$ cat config.mk
export PLATFORM = sky130hd
export DESIGN_NAME = arithmetic_pipeline_param
export DESIGN_NICKNAME = d
export VERILOG_FILES = /design/src/rtl/arithmetic_pipeline_param.sv
export SDC_FILE = /design/constraint.sdc
export NUM_CORES = 1
export LEC_CHECK = 0
export CAP_MARGIN = 30
export CORE_UTILIZATION = 50
export DETAILED_ROUTE_END_ITERATION = 6
export PLACE_DENSITY = 0.76
export SETUP_SLACK_MARGIN = 0.1
export SLEW_MARGIN = 20
export SYNTH_ARGS = -nofsm -noshare
export SYNTH_HDL_FRONTEND = slang
export SYNTH_SLANG_ARGS = --single-unit
$ cat constraint.sdc
create_clock -name clk -period 2.7 [get_ports clk]
set_clock_uncertainty 0.1 [all_clocks]
set_input_delay 0.81 -clock clk [delete_from_list [all_inputs] [get_ports clk]]
set_output_delay 0.81 -clock clk [all_outputs]
set_load 0.05 [all_outputs]
$ cat src/rtl/arithmetic_pipeline_param.sv
// arithmetic_pipeline_param
// Single-issue 6502 ALU pipeline with configurable width and depth.
// One micro-op is evaluated combinationally at the input, registered into
// stage 1, then shifted through STAGES-1 further registers. The last stage
// drives the writeback/CDB side. ROB entry and both register tags travel
// alongside the data. A flush kills everything in flight, plus any input
// presented in the same cycle.
//
// Handshake (both sides): a transfer happens on a rising edge where
// valid && ready are both high. The producer holds valid and payload stable
// until it transfers. The pipeline raises instr_ready whenever it can move,
// meaning the last stage is empty or being retired this cycle. A stall
// freezes every stage; bubbles are not squeezed out.
module arithmetic_pipeline_param #(
  parameter int WIDTH  = 8,
  parameter int TAG_W  = 5,
  parameter int REG_W  = 5,
  parameter int STAGES = 2
) (
  input  logic             clk,
  input  logic             rst,
  input  logic             instr_valid,
  output logic             instr_ready,
  input  logic             flush,
  input  logic [3:0]       opcode,
  input  logic [TAG_W-1:0] ROB_entry,
  input  logic [REG_W-1:0] dest_reg,
  input  logic [REG_W-1:0] flag_reg,
  input  logic [WIDTH-1:0] op_a_val,
  input  logic [WIDTH-1:0] op_b_val,
  input  logic [7:0]       flags_val,
  output logic             out_valid,
  input  logic             out_ready,
  output logic [TAG_W-1:0] ROB_entry_out,
  output logic [REG_W-1:0] dest_reg_out,
  output logic [REG_W-1:0] flag_reg_out,
  output logic [WIDTH-1:0] result_val,
  output logic [7:0]       result_flags
);

  localparam int MSB = WIDTH - 1;

  // P register bit positions (NV1BDIZC). Bits 5..2 are never touched here.
  localparam int FL_C = 0;
  localparam int FL_Z = 1;
  localparam int FL_V = 6;
  localparam int FL_N = 7;

  typedef enum logic [3:0] {
    OP_ADC  = 4'h0,
    OP_SBC  = 4'h1,
    OP_AND  = 4'h2,
    OP_ORA  = 4'h3,
    OP_EOR  = 4'h4,
    OP_ASL  = 4'h5,
    OP_LSR  = 4'h6,
    OP_ROL  = 4'h7,
    OP_ROR  = 4'h8,
    OP_INC  = 4'h9,
    OP_DEC  = 4'hA,
    OP_CMP  = 4'hB,
    OP_BIT  = 4'hC,
    OP_PASS = 4'hD
  } alu_op_e;

  // ---------------------------------------------------------------------
  // ALU: pure function of the presented operands and incoming flags.
  // ---------------------------------------------------------------------
  logic             c_in;
  logic [WIDTH-1:0] add_b;
  logic [WIDTH:0]   sum;
  logic [WIDTH:0]   diff;
  logic             add_ovf;
  logic [WIDTH-1:0] alu_res;
  logic [7:0]       alu_flags;
  logic             set_nz;

  // Shared adder serves ADC and SBC (SBC adds the complement of B with C
  // as the "no borrow" input). CMP uses its own subtractor so its carry
  // means a >= b independent of the incoming C.
  always_comb begin
    c_in      = flags_val[FL_C];
    add_b     = (opcode == OP_SBC) ? ~op_b_val : op_b_val;
    sum       = {1'b0, op_a_val} + {1'b0, add_b} + {{WIDTH{1'b0}}, c_in};
    diff      = {1'b0, op_a_val} - {1'b0, op_b_val};
    add_ovf   = (op_a_val[MSB] == add_b[MSB]) && (sum[MSB] != op_a_val[MSB]);
    alu_res   = op_a_val;
    alu_flags = flags_val;
    set_nz    = 1'b0;
    case (opcode)
      OP_ADC, OP_SBC: begin
        alu_res         = sum[MSB:0];
        alu_flags[FL_C] = sum[WIDTH];
        alu_flags[FL_V] = add_ovf;
        set_nz          = 1'b1;
      end
      OP_AND: begin
        alu_res = op_a_val & op_b_val;
        set_nz  = 1'b1;
      end
      OP_ORA: begin
        alu_res = op_a_val | op_b_val;
        set_nz  = 1'b1;
      end
      OP_EOR: begin
        alu_res = op_a_val ^ op_b_val;
        set_nz  = 1'b1;
      end
      OP_ASL: begin
        alu_res         = {op_a_val[MSB-1:0], 1'b0};
        alu_flags[FL_C] = op_a_val[MSB];
        set_nz          = 1'b1;
      end
      OP_LSR: begin
        alu_res         = {1'b0, op_a_val[MSB:1]};
        alu_flags[FL_C] = op_a_val[0];
        set_nz          = 1'b1;
      end
      OP_ROL: begin
        alu_res         = {op_a_val[MSB-1:0], c_in};
        alu_flags[FL_C] = op_a_val[MSB];
        set_nz          = 1'b1;
      end
      OP_ROR: begin
        alu_res         = {c_in, op_a_val[MSB:1]};
        alu_flags[FL_C] = op_a_val[0];
        set_nz          = 1'b1;
      end
      OP_INC: begin
        alu_res = op_a_val + WIDTH'(1);
        set_nz  = 1'b1;
      end
      OP_DEC: begin
        alu_res = op_a_val - WIDTH'(1);
        set_nz  = 1'b1;
      end
      OP_CMP: begin
        // Result register keeps A; flags come from the trial subtraction.
        alu_flags[FL_C] = ~diff[WIDTH];
        alu_flags[FL_N] = diff[MSB];
        alu_flags[FL_Z] = (diff[MSB:0] == '0);
      end
      OP_BIT: begin
        alu_flags[FL_Z] = ((op_a_val & op_b_val) == '0);
        alu_flags[FL_N] = op_b_val[MSB];
        alu_flags[FL_V] = op_b_val[MSB-1];
      end
      OP_PASS: begin
        alu_res = op_b_val;
        set_nz  = 1'b1;
      end
      default: begin
        // Reserved opcodes: A passes through, flags untouched.
        alu_res = op_a_val;
      end
    endcase
    if (set_nz) begin
      alu_flags[FL_N] = alu_res[MSB];
      alu_flags[FL_Z] = (alu_res == '0);
    end
  end

  // ---------------------------------------------------------------------
  // Pipeline registers. Index 0 is stage 1, STAGES-1 is the output stage.
  // ---------------------------------------------------------------------
  logic [STAGES-1:0] vld_q;
  logic [TAG_W-1:0]  rob_q   [STAGES];
  logic [REG_W-1:0]  dst_q   [STAGES];
  logic [REG_W-1:0]  frg_q   [STAGES];
  logic [WIDTH-1:0]  res_q   [STAGES];
  logic [7:0]        flg_q   [STAGES];
  logic              adv;

  // The whole chain moves unless the output holds an entry nobody takes.
  assign adv         = !(out_valid && !out_ready);
  assign instr_ready = adv;

  // Valid chain and payload chain; flush wins over both accept and retire.
  always_ff @(posedge clk or posedge rst) begin
    if (rst) begin
      vld_q <= '0;
      for (int i = 0; i < STAGES; i++) begin
        rob_q[i] <= '0;
        dst_q[i] <= '0;
        frg_q[i] <= '0;
        res_q[i] <= '0;
        flg_q[i] <= '0;
      end
    end else if (flush) begin
      vld_q <= '0;
    end else if (adv) begin
      vld_q[0] <= instr_valid;
      if (instr_valid) begin
        rob_q[0] <= ROB_entry;
        dst_q[0] <= dest_reg;
        frg_q[0] <= flag_reg;
        res_q[0] <= alu_res;
        flg_q[0] <= alu_flags;
      end
      for (int i = 1; i < STAGES; i++) begin
        vld_q[i] <= vld_q[i-1];
        rob_q[i] <= rob_q[i-1];
        dst_q[i] <= dst_q[i-1];
        frg_q[i] <= frg_q[i-1];
        res_q[i] <= res_q[i-1];
        flg_q[i] <= flg_q[i-1];
      end
    end
  end

  assign out_valid     = vld_q[STAGES-1];
  assign ROB_entry_out = rob_q[STAGES-1];
  assign dest_reg_out  = dst_q[STAGES-1];
  assign flag_reg_out  = frg_q[STAGES-1];
  assign result_val    = res_q[STAGES-1];
  assign result_flags  = flg_q[STAGES-1];

endmodule

-- Word-level counts from Yosys, hierarchy flattened
Cells that the tools add are included.
- memory bits (read-only): 0
- bits in registers: 64
- bits in latches: 0
- memories kept: 0
- memory bits (writable): 0
- div/mod/pow operators: 0
- $lt $le $gt $ge: 0
- bitwise logic cells: 7
- reduce and logical (&&, ||, !) cells: 14
- $mul: 0
- mux-type cells: 11
- eq/ne operators: 16
- shift operators: 0
- add/subtract/negate cells: 5
- operators with widths (cell ; count):
    $pmux W8 S11 ; 1
    $eq A4 B4 Y1 const B ; 6
    $logic_not A8 Y1 ; 3
    $eq A4 B3 Y1 const B ; 4
    $reduce_or A12 Y1 ; 1
    $add A8 B8 Y9 ; 1
    $add A9 B1 Y9 ; 1
    $sub A8 B8 Y9 ; 1
    $add A8 B1 Y8 const B ; 1
    $and A8 B8 Y8 ; 1
    $eq A4 B2 Y1 const B ; 2
    $mux W8 ; 1
    $not A8 Y8 ; 1
    $or A8 B8 Y8 ; 1
    $sub A8 B1 Y8 const B ; 1
    $xor A8 B8 Y8 ; 1
    $pmux W1 S2 ; 3
    $reduce_or A2 Y1 ; 3
    $eq A4 B1 Y1 const B ; 1
    $logic_not A4 Y1 ; 1
    $mux W2 ; 2
    $pmux W1 S4 ; 1
    $mux W1 ; 3
    $not A1 Y1 ; 3
    other kinds (7) ; 9

-- Longest topological paths before layout
- depth after elaboration: 7
- depth in mapped cells: 18
- mapped depth without buffers: 14

-- Worst setup path after synthesis
No wires, ideal clock.
- path kind: input-to-reg
- start point: in opcode[3]
- end point: reg res_q[14] in the netlist's numbering
- stages: 17
- data arrival time: 3.881 ns
- data required time: 2.475 ns
- setup slack: -1.406 ns
- cell sequence: buf_2 clkbuf_1 nor3_1 and2_1 buf_2 xnor2_1 fa_1 inv_1 fa_1 nand3_1 a21boi_0 o21a_1 nor2_1 xnor2_1 a221oi_2 a31oi_1 mux2_4
- longest elaborated chain between the ends: 5
- ends and longest elaborated chain (what ; line ; text):
    from (decl) ; 25 ; input logic [3:0] opcode,
    $eq A4 B1 Y1 ; 83, 90 ;
    $mux W8 ; 83 ; add_b = (opcode == OP_SBC) ? ~op_b_val : op_b_val;
    $add A8 B8 Y9 ; 84 ; sum = {1'b0, op_a_val} + {1'b0, add_b} + {{WIDTH{1'b0}}, c_in};
    $add A9 B1 Y9 ; 84 ;
    $pmux W8 S11 (*) ; 90 ; case (opcode)
    to (signal, indexed assignment) ; 205 ; res_q[i] <= res_q[i-1];
    to (decl) ; 170 ; logic [WIDTH-1:0] res_q [STAGES];
Mark *: on every way between the ends. The rest lies on a longest branch, timed or not.
A chain may end at the register's enable or synchronous reset.

-- Final worst setup path
- start point: in opcode[1]
- end point: reg flg_q[9] in the netlist's numbering
- longest elaborated chain between the ends: 7
- ends and longest elaborated chain (what ; line ; text):
    $eq A4 B1 Y1 ; 83, 90 ;
    $mux W8 ; 83 ;
    $add A8 B8 Y9 ; 84 ;
    $add A9 B1 Y9 ; 84 ;
    $pmux W8 S11 ; 90 ;
    $logic_not A8 Y1 ; 159 ; alu_flags[FL_Z] = (alu_res == '0);
    $mux W1 (*) ; 157 ; if (set_nz) begin
    to (signal, indexed assignment) ; 206 ; flg_q[i] <= flg_q[i-1];
    to (decl) ; 171 ; logic [7:0] flg_q [STAGES];
Marked as above.

==> metrics.md <==
| Metric | Value |
|---|---|
| Status | complete, but fails checks |
| Violations in the final reports | setup timing |
| Die width | 101 um |
| Worst-path cell chain | buf_8 -> nor3_4 -> and2_4 -> buf_4 -> buf_12 -> xnor2_4 -> fa_2 -> nand3_2 -> a21boi_2 -> o21a_1 -> nor2_2 -> xnor2_1 -> a221oi_2 -> a31oi_1 -> buf_4 -> o21ai_1 |
| Pleak | 0.00315 uW |
| Placer's final routability congestion estimate | 0.999 |
| Crit end category | flop |
| Count of flip-flops with a built-in enable after synthesis | 0 |
| Number of antenna violations at the first check in global routing | 0 |
| Post-synthesis xor/xnor area fraction | 3.05% |
| Cts hold-fix bufs | 0 |
| Sequential cell area in the final layout | 1600 um^2 |
| Power density relative to cell area | 526 nW/um^2 |
| Crit-path max cell delay | 380 ps |
| Most frequent cell on the critical path | sky130_fd_sc_hd__buf_4 |
| Highest signal layer in the routed design | met4 |
| TritonCTS clock tree | done |
| Crit share post-route | 120% |
| Maximum buffer depth of the clock tree | 2 |
| Setup slack after layout | -528 ps |
| Antenna-violating nets left | 0 |
| Top_reg_cell synth | sky130_fd_sc_hd__dfrtp_1 |
| Post-detailed-route wirelength per cell | 19.4 um |
| Num CTS Buffers | 9 |
| Root buf cell | sky130_fd_sc_hd__clkbuf_8 |
| Synthesis-stage register bit count | 64 |
| Gate count after technology mapping | 517 |
| Count of max-cap constraint violations | 0 |
| Maximum clock rate | 310 MHz |
| Synthesized-area fraction occupied by and/or/nand/nor cells | 12.5% |
| Number of ports placed on the die boundary | 81 |
| Worst relative slew slack | 60.2% |
| Met2 Routed Length | 8.00 mm |
| Vert. Die Dim | 101 um |
| Total core area | 9330 um^2 |
| Violation count after the first detailed-route iteration | 294 |
| First-pass GRT wire length | 24.2 mm |
| Placed Cells | 786 |
| Number of fill cells in the layout | 635 |
| Fraction of synthesis flops using an asynchronous set or reset pin | 100% |
| Nets in the synthesized netlist | 600 |
| Count of clock tree sinks | 64 |
| Wire length on met1 | 6.40 mm |
| Largest delay share family, worst path | compound AO/OA/AOI/OAI gates |
| Routed vias | 4746 |
| Number of failing setup endpoints in the final timing report | 11 |
| Row count | 35 |
| Die footprint | 10200 um^2 |
| Hold Path Class | flop to flop |
| Post-DP HPWL | 11.6 mm |
| Final-stage net count | 769 |
| Worst Path Max Fanout | 6 |
| Ratio of cells with drive above 1 in the final layout | 41.0% |
| Clock transition at path regs | 80 ps |
| Overall routed net length | 15.9 mm |
| Ant. Diodes | 0 |
| Vias per cell | 5.79 |
| Worst-skew pair later-pin latency | 340 ps |
| Adder-cell area share of the yosys netlist | 9.44% |
| Area of the multi-input gates | 3180 um^2 |
| Unrepaired setup endpoints after global routing | yes |
| Peak supply drop | 0.297 mV |
| Worst-path cell with the longest stage delay | sky130_fd_sc_hd__fa_2 |
| Post-layout instance count excluding filler cells | 820 |
| Post-synth cell types | 70 |
| Detailed-route DRC error count | 0 |
| Count of buffer and inverter cells on the critical path | 4 |
| Critical Setup Path Class | input port to flop |
| Total met3 wirelength after detailed routing | 946 um |
| Total track usage | 31.5% |
| Area of the mapped netlist | 4880 um^2 |
| Complex-gate fraction of the synthesized area | 19.1% |
| Critical Path Start Type | input port |
| Iteration count of the initial detailed-routing pass | 5 |
| Count of synthesis-stage warnings from yosys | 0 |
| Largest family of logic cells by synthesized area | compound AO/OA/AOI/OAI gates |
| Transition time of the tightest slew-check pin | 590 ps |
| Global route overflow | 0 |
| Final hold violation count | 0 |
| Htree depth | 3 |
| Max Slew Vio Count | 0 |
| Number of global-route vias before repair | 4792 |
| Register area share after synthesis | 32.8% |
| Input/output buffers | 80 |
| Largest net degree at the start of global routing | 49 |
| Placement Setup Slack | -1270 ps |
| Worst EP required | 2820 ps |
| Area Overhead vs Synth | 47.1% |
| Starting utilization of the core area | 52.3% |
| Average cell area after synthesis | 9.43 um^2 |
| Min cycle time layout | 3230 ps |
| Worst EP arrival | 3350 ps |
| Fraction of synthesized area in multiplexers | 13.1% |
-- per-stage QoR --
| stage | hold WS (ps) | utilization [%] | power (uW) | setup TNS (ps) | cell area, um^2 |
|---|---|---|---|---|---|
| after detailed placement | 371 | 69.8 | 2870 | -12680 | 6510 |
| after global routing | 414 | 76.9 | 3940 | -4430 | 7170 |
| after global placement | 360 | 69.8 | 2820 | -11620 | 6510 |
| after CTS | 390 | 75.1 | 3700 | -2560 | 7000 |
| final | 387 | 76.9 | 3770 | -3430 | 7170 |
| after floorplan | 340 | - | 2380 | -7950 | 5000 |
-- report_power, final --
| group | switching [uW] | leakage [uW] | internal (uW) |
|---|---|---|---|
| sequential | 109 | 0.000770 | 1150 |
| combinational | 975 | 0.00230 | 780 |
| clock | 395 | 0.0000845 | 359 |
| total | 1480 | 0.00315 | 2290 |
-- tightest hold or removal path, delay by kind of cell (launching register included) --
kind | cells | cell delay (ps)
flip-flops | 1 | 350
AND/OR/NAND/NOR | 2 | 100
-- kinds of logic (layout without fill, tap and decap cells) --
family,after synthesis,count (layout)
AO/OA/AOI/OAI,133,133
AND/OR/NAND/NOR,119,119
buffers and inverters,92,266
flip-flops,64,64
multiplexers,57,57
adder cells (fa/ha/maj),35,35
XOR/XNOR,17,17
-- repair_timing --
action	4_1_cts	5_1_grt
gates resized for setup	80	24
setup endpoints to repair	13	13
pin swaps	32	17
gates cloned	0	0
setup buffers	11	7
endpoints found under the hold margin	0	0
-- metal layers --
metal	GRT usage, %	vias up
met3	5.13	45
met1	39.8	2294
li1	-	2181
met2	53.6	226
met5	0	-
met4	13.5	0
-- cell usage after synthesis (10+ instances only) --
master / n / share of area (%)
sky130_fd_sc_hd__xnor2_1: 15 / 2.7
sky130_fd_sc_hd__nand2_1: 33 / 2.5
sky130_fd_sc_hd__ha_1: 32 / 8.2
sky130_fd_sc_hd__o21ai_0: 28 / 2.9
sky130_fd_sc_hd__inv_1: 27 / 2.1
sky130_fd_sc_hd__mux2_2: 51 / 12
sky130_fd_sc_hd__a21oi_1: 22 / 2.3
sky130_fd_sc_hd__nor2_1: 31 / 2.4
sky130_fd_sc_hd__dfrtp_1: 64 / 33
sky130_fd_sc_hd__buf_4: 31 / 4.8
sky130_fd_sc_hd__buf_2: 11 / 1.1
sky130_fd_sc_hd__clkbuf_1: 16 / 1.2
sky130_fd_sc_hd__nand3_1: 10 / 1.0
-- registers in the layout, indices dropped and copies added (netlist names), 8 cells and up --
name,cells
flg_q,8
res_q,8
result_flags,8
result_val,8
-- layout make-up --
class,instances,area share (%)
Multi-Input combinational cell,361,44.3
Timing Repair Buffer,221,27.1
Sequential cell,64,22.3
Tap cell,129,2.25
Clock buffer,10,1.92
Inverter,29,1.52
Clock inverter,6,0.628
-- final timing paths --
| path | startpoint | endpoint | slack [ps] | cells after the start |
|---|---|---|---|---|
| max | opcode[1] | flg_q[9]$_DFFE_PP0P_ | -530 | 16 |
| min | res_q[15]$_DFFE_PP0P_ | res_q[15]$_DFFE_PP0P_ | 390 | 2 |
| max reg2reg | vld_q[1]$_DFFE_PP0P_ | frg_q[7]$_DFFE_PP0P_ | 790 | 6 |
| min reg2reg | res_q[15]$_DFFE_PP0P_ | res_q[15]$_DFFE_PP0P_ | 390 | 2 |
| max in group asynchronous | rst | flg_q[11]$_DFFE_PP0P_ | 1260 | 3 |
| min in group asynchronous | rst | frg_q[6]$_DFFE_PP0P_ | 670 | 2 |
-- placed cells by master, fill, tap and decap left out, drive strengths merged, types with 6 or more instances in the layout --
cell | synthesis | final
nor2 | 31 | 31
inv | 28 | 28
o21ai | 29 | 29
nor3 | 9 | 9
dfrtp | 64 | 64
mux2 | 52 | 52
clkbuf | 16 | 10
a31oi | 7 | 7
nand2 | 33 | 33
a221oi | 8 | 8
nor4 | 6 | 6
a21oi | 23 | 23
dlygate4sd2 | 0 | 7
a211oi | 8 | 8
nand3 | 10 | 10
buf | 47 | 145
clkdlybuf4s50 | 0 | 68
a21o | 6 | 6
o31ai | 6 | 6
xnor2 | 15 | 15
ha | 32 | 32
Note: power is estimated with default switching activity, not from simulation.
